### src/rtl/vector_packer.sv
// vector_packer: packs a scalar element stream into padded N-lane vectors with eof tagging
module vector_packer #(
  parameter int N = 16,
  parameter int DATA_WIDTH = 32,
  parameter logic [DATA_WIDTH-1:0] PAD_VALUE = '0,
  parameter int COUNT_WIDTH = 16
) (
  input  logic                         clk,
  input  logic                         reset,
  input  logic                         in_valid,
  input  logic [DATA_WIDTH-1:0]        in_data,
  input  logic [1:0]                   in_eof,
  input  logic                         flush,
  output logic [DATA_WIDTH-1:0]        vector_out [N],
  output logic                         enqueue_out,
  output logic [1:0]                   eof_out,
  output logic [$clog2(N+1)-1:0]       lanes_valid,
  output logic [COUNT_WIDTH-1:0]       vec_count
);
  localparam int IW = $clog2(N);
  localparam int LW = $clog2(N+1);
  logic [DATA_WIDTH-1:0]  lane_q [N];
  logic [DATA_WIDTH-1:0]  lane_d [N];
  logic [DATA_WIDTH-1:0]  vec_q [N];
  logic [DATA_WIDTH-1:0]  vec_d [N];
  logic [IW-1:0]          idx_q, idx_d;
  logic                   enq_q, enq_d;
  logic [1:0]             eof_q, eof_d;
  logic [LW-1:0]          lv_q, lv_d;
  logic [COUNT_WIDTH-1:0] cnt_q, cnt_d;
  logic                   emit;
  logic [LW-1:0]          fill;
  always_comb begin
    emit  = in_valid ? (idx_q == IW'(N-1) || |in_eof || flush) : (flush && idx_q != '0);
    fill  = LW'(idx_q) + LW'(in_valid);
    for (int i = 0; i < N; i++) begin
      lane_d[i] = (in_valid && idx_q == IW'(i)) ? in_data : lane_q[i];
      vec_d[i]  = emit ? ((LW'(i) < fill) ? lane_d[i] : PAD_VALUE) : vec_q[i];
    end
    idx_d = emit ? '0 : in_valid ? idx_q + IW'(1) : idx_q;
    enq_d = emit;
    eof_d = emit ? (in_valid ? in_eof : 2'b00) : eof_q;
    lv_d  = emit ? fill : lv_q;
    cnt_d = cnt_q + COUNT_WIDTH'(emit);
  end
  always_ff @(posedge clk) begin
    if (reset) begin
      lane_q <= '{default: '0};
      vec_q  <= '{default: '0};
      idx_q  <= '0;
      enq_q  <= 1'b0;
      eof_q  <= 2'b00;
      lv_q   <= '0;
      cnt_q  <= '0;
    end else begin
      lane_q <= lane_d;
      vec_q  <= vec_d;
      idx_q  <= idx_d;
      enq_q  <= enq_d;
      eof_q  <= eof_d;
      lv_q   <= lv_d;
      cnt_q  <= cnt_d;
    end
  end
  assign vector_out  = vec_q;
  assign enqueue_out = enq_q;
  assign eof_out     = eof_q;
  assign lanes_valid = lv_q;
  assign vec_count   = cnt_q;
endmodule

### config.mk
export PLATFORM = sky130hd
export DESIGN_NAME = vector_packer
export DESIGN_NICKNAME = d
export VERILOG_FILES = /design/src/rtl/vector_packer.sv
export SDC_FILE = /design/constraint.sdc
export NUM_CORES = 2
export LEC_CHECK = 0
export CAP_MARGIN = 20
export CORE_AREA = 5 5 339 341
export DETAILED_ROUTE_END_ITERATION = 12
export DIE_AREA = 0 0 344 346
export MAX_ROUTING_LAYER = met4
export PLACE_DENSITY = 0.56
export SLEW_MARGIN = 25
export SYNTH_ARGS = -nofsm -noshare
export SYNTH_HDL_FRONTEND = slang
export SYNTH_SLANG_ARGS = --single-unit
### constraint.sdc
create_clock -name clk -period 3.7 [get_ports clk]
set_clock_uncertainty 0.15 [all_clocks]
set_input_delay 0.74 -clock clk [delete_from_list [all_inputs] [get_ports clk]]
set_output_delay 0.74 -clock clk [all_outputs]
set_load 0.1 [all_outputs]
==> flow_metrics.tcl <==
set metrics [dict create \
    vdd_drop_max_uv 366 \
    cts_resized 0 \
    holdWs_ns 0.308 \
    syn_area_per_cell_sq_um 10.2 \
    critical_path_class "flip-flop to output port" \
    drive_gt1_share_pct 14.5 \
    min_path_cells 2 \
    layout_setup_ws_ns 0.512 \
    power.leakage_nw 17.0 \
    hold_viol 0 \
    fillers 10800 \
    ys_types 56 \
    cts_buffers 111 \
    gp_congestion 0.774 \
    yosys.area_share.simple_pct 12.1 \
    vias 27900 \
    critPathBufInv 1 \
    routedWlPerCell_um 24.8 \
    gr-total-overflow 0 \
    wl_um 137000 \
    drv_cap 0 \
    yosysWarnings 0 \
    synth_edf_count 0 \
    clkLatencyLatePin_ns 0.69 \
    synthesis.area_sq_um 35300 \
    antenna_found_initial 10 \
    yosysSeqAreaShare_pct 59.6 \
    powerDensity_nw_per_um2 527 \
    cts_buffer_depth 3 \
    cts_tree "done" \
    min_path_type "flip-flop to flip-flop" \
    rr_worst_depth 11 \
    synth_xor_area_share_pct 0.372 \
    die_h_um 346 \
    tns_ns 0 \
    r2r_end "vec_count[12]$_SDFF_PP0_" \
    worst_pin_slew_ns 1.15 \
    layout_common_cells "dfxtp_1, nand2_1, a21oi_1, a22o_1, clkdlybuf4s50_1" \
    async_flop_share_pct 0 \
    crit_chain "clkdlybuf4s50_1" \
    syn_nets 3522 \
    fp.dieW_um 344 \
    final_util_pct 41.2 \
    grt_pass1_wl_um 194000 \
    regArea_sq_um 21100 \
    r2r_start "idx_q[0]$_SDFFE_PP0P_" \
    endpoint "vector_out[216]" \
    cp-start-kind "flip-flop" \
    cts_sinks 1052 \
    io_pins 574 \
    synth_ff_type "dfxtp_1" \
    layout_min_cycle_time_ns 3.19 \
    synth.area.mux_share_pct 3.94 \
    rsz0062_at_grt "no" \
    critPathTopFamily "buffers and inverters" \
    cp.arrival_ns 2.30 \
    post-route-cell-area_sq_um 45900 \
    netlist.area_leader.share_pct 59.6 \
    die-area_sq_um 119000 \
    path_depth 1 \
    layout-area-overhead-vs-synth_pct 30.1 \
    synth_compound_area_share_pct 19.4 \
    grtUsageTotal_pct 22.7 \
    outcome "completed" \
    r2r_slack_ns 0.61 \
    max-slew-margin-rel_pct 23.4 \
    pre_cts_ws_ns 0.0492 \
    start_util_pct 31.6 \
    critPathMaxStageDelay_ns 1.18 \
    final_nets 3989 \
    yosys.area_share.adder_pct 0.319 \
    dp_hpwl_um 82400 \
    via_per_inst 5.05 \
    core_area_sq_um 112000 \
    period_share_pct 86.2 \
    end_kind "output port" \
    port_buffers 573 \
    placed_cell_area_sq_um 42200 \
    synthTopCellsByArea "dfxtp_1, a22o_1, nand2_1" \
    cts_root_buf "clkbuf_16" \
    first_global_vias 26700 \
    drc_errors 0 \
    drv_slew 0 \
    cts.repair_timing.setup_buffer_count 0 \
    drtAntennaViolNets 0 \
    synthCells 3475 \
    htree_levels 3 \
    synth_top_family_by_area "compound AO/OA/AOI/OAI gates" \
    slowest_stage "clkdlybuf4s50_1" \
    path_max_fanout 2 \
    finalSetupViolCount 0 \
    grt_max_degree 101 \
    synth_largest_area_cell "dfxtp_1" \
    max_clock_freq_mhz 314 \
    cts_hold_buf 0 \
    multi_input_area_sq_um 12900 \
    dr.pass1.iters 5 \
    setup.worst_path.start "vector_out[216]$_SDFFE_PP0N_" \
    ys_seq_elements 1052 \
    drt-initial-drc-count 2491 \
    worstPathRequired_ns 2.81 \
    final_common_cell "dfxtp_1" \
    fp-row-count 123 \
    clk_pin_slew_ns 0.06 \
]
[power breakdown]
group	internal (mW)	switching, mW
Sequential	11.4	0.0295
Combinational	0.285	1.03
Clock	6.73	4.72
[routing by layer]
layer	vias up	share of wire [%]	global-route usage (%)
met1	13700	43	30.0
met3	175	9.1	6.35
li1	13100	-	-
met2	1026	45	34.5
met4	0	2.6	5.97
met5	-	0	-
[Yosys cell counts (all sizes together) (9+ instances only)]
cell type	n
nor2b	65
buf	158
mux2i	68
a22o	386
nand3	10
nand4b	9
nor2	85
nand4	10
clkbuf	165
ha	9
o2bb2ai	32
a21oi	398
nand2	780
a32o	95
mux2	62
dfxtp	1052
[sequential cells by signal, summed over array words and instances, names as in the netlist]
name and cells:
vec_count 16, idx_q 4, vector_out 512, lane_q 512, lanes_valid 5, eof_out 2
enqueue_out 1
[layout make-up]
class,count,share of cell area (%)
sequential,1052,45.8
tap,1500,4.08
multi-input combinational,2095,28.0
clock inverter,35,1.06
inverter,5,0.0408
clock buffer,170,7.12
timing repair buffer,677,13.8
antenna,2,0.0109
[worst min path at each step]
stage | start | slack [ns] | endpoint
finish | lane_q[293]$_SDFF_PP0_ | 0.31 | lane_q[293]$_SDFF_PP0_
global route | lane_q[244]$_SDFF_PP0_ | 0.32 | lane_q[244]$_SDFF_PP0_
CTS | lane_q[378]$_SDFF_PP0_ | 0.31 | lane_q[378]$_SDFF_PP0_
detailed placement | vector_out[140]$_SDFFE_PP0N_ | 0.30 | vector_out[140]$_SDFFE_PP0N_
global placement | vector_out[131]$_SDFFE_PP0N_ | 0.29 | vector_out[131]$_SDFFE_PP0N_
floorplan | lane_q[0]$_SDFF_PP0_ | 0.29 | lane_q[0]$_SDFF_PP0_
[per-stage QoR]
stage	std cells	total power [mW]
after floorplan	3475	12.4
after global placement	5329	13.0
after detailed placement	5329	13.0
after CTS	5534	24.4
after global routing	5534	25.0
final	5536	24.2
[kinds of logic after synthesis]
kind of cell | Yosys count
simple gates | 1005
compound gates | 936
fa+ha+maj | 9
flops | 1052
xor+xnor | 15
mux | 130
buf+inv | 328
(Power assumes the default switching activity.)
